--- src/rtl/pe_nic_pkg.sv ---
// Shared constants for the processing-element network interface.
// Covers the processor register map, packet field positions and router polarity values.
package pe_nic_pkg;

    localparam logic [1:0] ADDR_IN_BUF   = 2'b00;
    localparam logic [1:0] ADDR_IN_STAT  = 2'b01;
    localparam logic [1:0] ADDR_OUT_BUF  = 2'b10;
    localparam logic [1:0] ADDR_OUT_STAT = 2'b11;

    localparam int VC     = 63;
    localparam int DIR    = 62;
    localparam int HC_MSB = 55;
    localparam int HC_LSB = 48;

    localparam logic EVEN = 1'b0;
    localparam logic ODD  = 1'b1;

endpackage

--- src/rtl/nic_channel_reg.sv ---
// One-entry packet buffer with a full flag.
// When load and clr are both asserted, load wins.
module nic_channel_reg
    import pe_nic_pkg::*;
#(
    parameter int W = 64
) (
    input  logic         clk,
    input  logic         reset,
    input  logic         load,
    input  logic         clr,
    input  logic [W-1:0] data_in,
    output logic [W-1:0] buf_o,
    output logic         full_o
);

    logic [W-1:0] buf_d, buf_q;
    logic         full_d, full_q;

    // next-state for the buffer and its full flag
    always_comb begin
        buf_d  = buf_q;
        full_d = full_q;
        if (load) begin
            buf_d  = data_in;
            full_d = 1'b1;
        end else if (clr) begin
            full_d = 1'b0;
        end else begin
            full_d = full_q;
        end
    end

    // state register, cleared asynchronously
    always_ff @(posedge clk or negedge reset) begin
        if (!reset) begin
            buf_q  <= {W{1'b0}};
            full_q <= 1'b0;
        end else begin
            buf_q  <= buf_d;
            full_q <= full_d;
        end
    end

    assign buf_o  = buf_q;
    assign full_o = full_q;

endmodule

--- src/rtl/pe_nic.sv ---
// Network interface between a processor register port and a router port.
// Holds one inbound and one outbound packet, and counts processor writes that are dropped.
module pe_nic
    import pe_nic_pkg::*;
#(
    parameter int DATA_W = 64,
    parameter int ADDR_W = 2
) (
    input  logic              clk,
    input  logic              reset,
    input  logic [ADDR_W-1:0] addr,
    input  logic [DATA_W-1:0] d_in,
    output logic [DATA_W-1:0] d_out,
    input  logic              nicEn,
    input  logic              nicWrEn,
    input  logic              net_so,
    output logic              net_ro,
    input  logic [DATA_W-1:0] net_di,
    output logic              net_si,
    input  logic              net_ri,
    output logic [DATA_W-1:0] net_do,
    input  logic              net_polarity
);

    logic              rd_en_s, wr_en_s;
    logic              in_load_s, in_clr_s, in_full_s;
    logic              out_load_s, out_full_s, drop_s;
    logic [DATA_W-1:0] in_buf_s, out_buf_s;
    logic [7:0]        drop_cnt_d, drop_cnt_q;

    assign rd_en_s = nicEn & ~nicWrEn;
    assign wr_en_s = nicEn & nicWrEn;

    // A pop and an inbound capture cannot share an edge, because net_ro is low while full.
    assign net_ro    = ~in_full_s;
    assign in_load_s = net_so & net_ro;
    assign in_clr_s  = rd_en_s & (addr == ADDR_IN_BUF) & in_full_s;

    // A write to a full output buffer is dropped, even when a send completes at the same edge.
    assign out_load_s = wr_en_s & (addr == ADDR_OUT_BUF) & ~out_full_s;
    assign drop_s     = wr_en_s & (addr == ADDR_OUT_BUF) & out_full_s;

    assign net_si = out_full_s & net_ri & (out_buf_s[VC] == net_polarity);
    assign net_do = out_buf_s;

    nic_channel_reg #(.W(DATA_W)) u_in_ch (
        .clk     (clk),
        .reset   (reset),
        .load    (in_load_s),
        .clr     (in_clr_s),
        .data_in (net_di),
        .buf_o   (in_buf_s),
        .full_o  (in_full_s)
    );

    nic_channel_reg #(.W(DATA_W)) u_out_ch (
        .clk     (clk),
        .reset   (reset),
        .load    (out_load_s),
        .clr     (net_si),
        .data_in (d_in),
        .buf_o   (out_buf_s),
        .full_o  (out_full_s)
    );

    // processor read mux; the output buffer is write-only and reads back as zero
    always_comb begin
        d_out = {DATA_W{1'b0}};
        if (rd_en_s) begin
            case (addr)
                ADDR_IN_BUF:   d_out = in_buf_s;
                ADDR_IN_STAT:  d_out = {{(DATA_W-1){1'b0}}, in_full_s};
                ADDR_OUT_BUF:  d_out = {DATA_W{1'b0}};
                ADDR_OUT_STAT: d_out = {{(DATA_W-1){1'b0}}, out_full_s};
                default:       d_out = {DATA_W{1'b0}};
            endcase
        end else begin
            d_out = {DATA_W{1'b0}};
        end
    end

    // saturating count of dropped outbound writes
    always_comb begin
        drop_cnt_d = drop_cnt_q;
        if (drop_s && (drop_cnt_q != 8'hFF)) begin
            drop_cnt_d = drop_cnt_q + 8'd1;
        end else begin
            drop_cnt_d = drop_cnt_q;
        end
    end

    // drop counter register
    always_ff @(posedge clk or negedge reset) begin
        if (!reset) begin
            drop_cnt_q <= 8'h00;
        end else begin
            drop_cnt_q <= drop_cnt_d;
        end
    end

endmodule

--- config.mk ---
export PLATFORM = sky130hd
export DESIGN_NAME = pe_nic
export DESIGN_NICKNAME = d
export VERILOG_FILES = /design/src/rtl/pe_nic_pkg.sv /design/src/rtl/nic_channel_reg.sv /design/src/rtl/pe_nic.sv
export SDC_FILE = /design/constraint.sdc
export NUM_CORES = 1
export LEC_CHECK = 0
export ABC_CLOCK_PERIOD_IN_PS = 4700
export CORE_MARGIN = 2
export CORE_UTILIZATION = 44
export CTS_CLUSTER_DIAMETER = 80
export DETAILED_ROUTE_END_ITERATION = 10
export GPL_ROUTABILITY_DRIVEN = 0
export PLACE_DENSITY = 0.86
export SYNTH_ARGS = -nofsm -noshare
export SYNTH_HDL_FRONTEND = slang
export SYNTH_SLANG_ARGS = --single-unit
export TNS_END_PERCENT = 30
--- constraint.sdc ---
create_clock -name clk -period 4.7 [get_ports clk]
set_clock_uncertainty 0.15 [all_clocks]
set_input_delay 1.41 -clock clk [delete_from_list [all_inputs] [get_ports clk]]
set_output_delay 1.41 -clock clk [all_outputs]
set_load 0.02 [all_outputs]
==> run metrics <==
status=finished clean; worst path required time=3.14 ns; CTS tree=yes; final setup fails=0; Mapped Nets=493; register area share after synthesis=58.4%; XOR/XNOR Fraction of Synth Area=0.157%; Core ar.=12,500 um^2; setup TNS=0 ns; Worst-Margin Slew=1.10 ns; FF-to-FF setup slack=2.61 ns; Synth Flop Type=dfrtp_1; first-pass GRT wire length=22,100 um; Post-CTS Setup Bufs=0; nets@finish=773; type of the worst setup path=primary input to output port; clk sinks=130; YS warnings=0; vias per cell=4.77; mux cell area share after synthesis=29.4%; slew margin rel.=26.4%; Die H=117 um; Yosys cell types=21; crit path launch=nicEn; max-slew violations=0; antenna viol nets, final=0; global-route usage over all layers=21.8%; PortBufs=266; row cnt=41; Die Area=13,600 um^2; crit path DAT=3.08 ns; largest net degree at the start of global routing=91; Setup crit end=d_out[54]; Syn Area/Cell=15.7 um^2; maxcap violations=0; P_leak=0.00413 uW; first-pass detailed-route iteration total=4; asr flop ratio synth=100%; post-route minimum period=4.64 ns; Critical Path Fanout Max=6; area delta synth->final=60.5%; largest family of logic cells by synthesized area=multiplexers; flops & latches, synth=130; CTS Root Cell=clkbuf_16; Worst Setup Start Kind=primary input; top cells by area, synth=dfrtp_1 58%, mux2_2 16%, mux2_4 13%, and2_1 7.1%, buf_12 1.8%; GRT overflow=0; Starting Density=44.7%; antenna cells=0; post-layout util=71.8%; leading area contributor after synthesis=dfrtp_1; Mapped Cells=356; area of the mapped netlist=5570 um^2; Max clock buf depth=2; RSZ-0062 raised after global routing=no; Post-synth top cells=130 x dfrtp_1, 79 x mux2_2, 63 x and2_1; top-area cell type share of the netlist area=58.4%; Synth Area in Adders=0%; simple logic cell fraction of the synthesized area=8.44%; Critical Path Sink Type=output port; I/O pin count=267; worst r2r dst=u_out_ch.buf_o[24]; Hold-fix buffers, CTS=0; Iteration-0 DRC Markers=136; HPWL Detailed=10,700 um; worst reg2reg startpoint=u_out_ch.full_o; number of buffers created by CTS=17; Final Hold Vio Count=0; Max Clk Rate=216 MHz; Final Cycle Share=98.7%; HP Class=register to register; DR WL/cell=17.9 um; total number of vias=3,908; share of cells above drive strength 1=27.0%; Post-route DRC=0; Post-synth EDFFs=0; die width=117 um; top-count cell post-synth=dfrtp_1; clock slew at reported path FFs=0.05 ns; vias in the first global route=4,302; drt total wl=14,700 um; H-Tree Depth=4; Max VDD drop=0.347 mV; Power Density=595 nW/um^2; Clock Latency Late Sink=0.40 ns; R2R depth=3; Compound-Gate Fraction of Synth Area=0.359%; initial antenna violation count=0
-- routing by layer --
metal	GRT usage (%)	up-vias	share of wire (%)
li1	-	1767	-
met3	7.47	37	7.8
met1	23.5	1928	36
met4	10.2	0	3.0
met2	38.7	176	53
met5	0	-	0
-- timing repair --
action                     CTS  global route
gates cloned                 0             0
gates resized for setup     57             3
setup endpoints to repair   57             3
-- cells in the final DEF, fill, tap and decap left out, drive strengths merged --
cell type      instances
buf                   16
o21bai                 2
dlygate4sd2           57
nand3                  1
and3                   1
dfrtp                130
clkdlybuf4s50        205
bufinv                 2
nor2b                  1
and3b                  1
nand2b                 1
mux2i                  1
clkinv                 3
inv                    2
mux2                 128
xnor2                  1
o21ai                  1
dlymetal6s2s           3
nand2                  1
and2                  63
clkbuf                25
nor3                   2
-- critical path, stage by stage --
cell	delay (ns)
clkdlybuf4s50_1	0.53
nand2b_4	0.08
nor3_4	0.17
buf_4	0.16
and2_1	0.12
clkdlybuf4s50_1	0.60
-- layout make-up --
class | count | area [um^2]
fillers | 858 | 3520
flip-flops and latches | 130 | 3250
repair buffers | 281 | 2750
multi-input cells | 204 | 2140
clock buffers | 25 | 505
well taps | 172 | 215
clock inverters | 5 | 75.1
inverters | 2 | 7.51
-- report_power, final --
part,internal (uW),switching [uW]
Combinational,1210,831
Sequential,1680,319
Clock,842,438
Total,3740,1590
-- worst min-delay path by stage --
stage	from	end	depth (start not counted)
after CTS	u_in_ch.buf_o[24]	u_in_ch.buf_o[24]	1
after detailed placement	u_in_ch.buf_o[24]	u_in_ch.buf_o[24]	1
final	u_in_ch.buf_o[24]	u_in_ch.buf_o[24]	1
after floorplan	u_in_ch.buf_o[42]	u_in_ch.buf_o[42]	1
after global placement	u_in_ch.buf_o[14]	u_in_ch.buf_o[14]	1
after global routing	u_in_ch.buf_o[60]	u_in_ch.buf_o[60]	1
-- logic make-up (layout without fill, tap and decap cells) --
logic type / after synthesis / count (layout)
flip-flops: 130 / 130
multiplexers: 129 / 129
AND/OR/NAND/NOR: 71 / 71
buffers and inverters: 22 / 313
AO/OA/AOI/OAI: 3 / 3
XOR/XNOR: 1 / 1
-- state kept, by name (all words and copies together) (netlist names) --
register         count
u_in_ch.buf_o       64
u_out_ch.buf_o      64
u_in_ch.full_o       1
u_out_ch.full_o      1
-- through the flow --
stage	hold slack (ns)	setup WS (ns)	std cells	cell area, um^2	power, uW
2_1_floorplan	0.322	0.878	356	5570	3090
3_3_place_gp	0.330	-0.0568	789	8430	3990
3_5_place_dp	0.338	-0.135	789	8430	4080
4_1_cts	0.349	0.0436	819	8940	5390
5_1_grt	0.360	0.00193	819	8940	5600
6_report	0.343	0.0611	819	8940	5320
(Power assumes the default switching activity.)
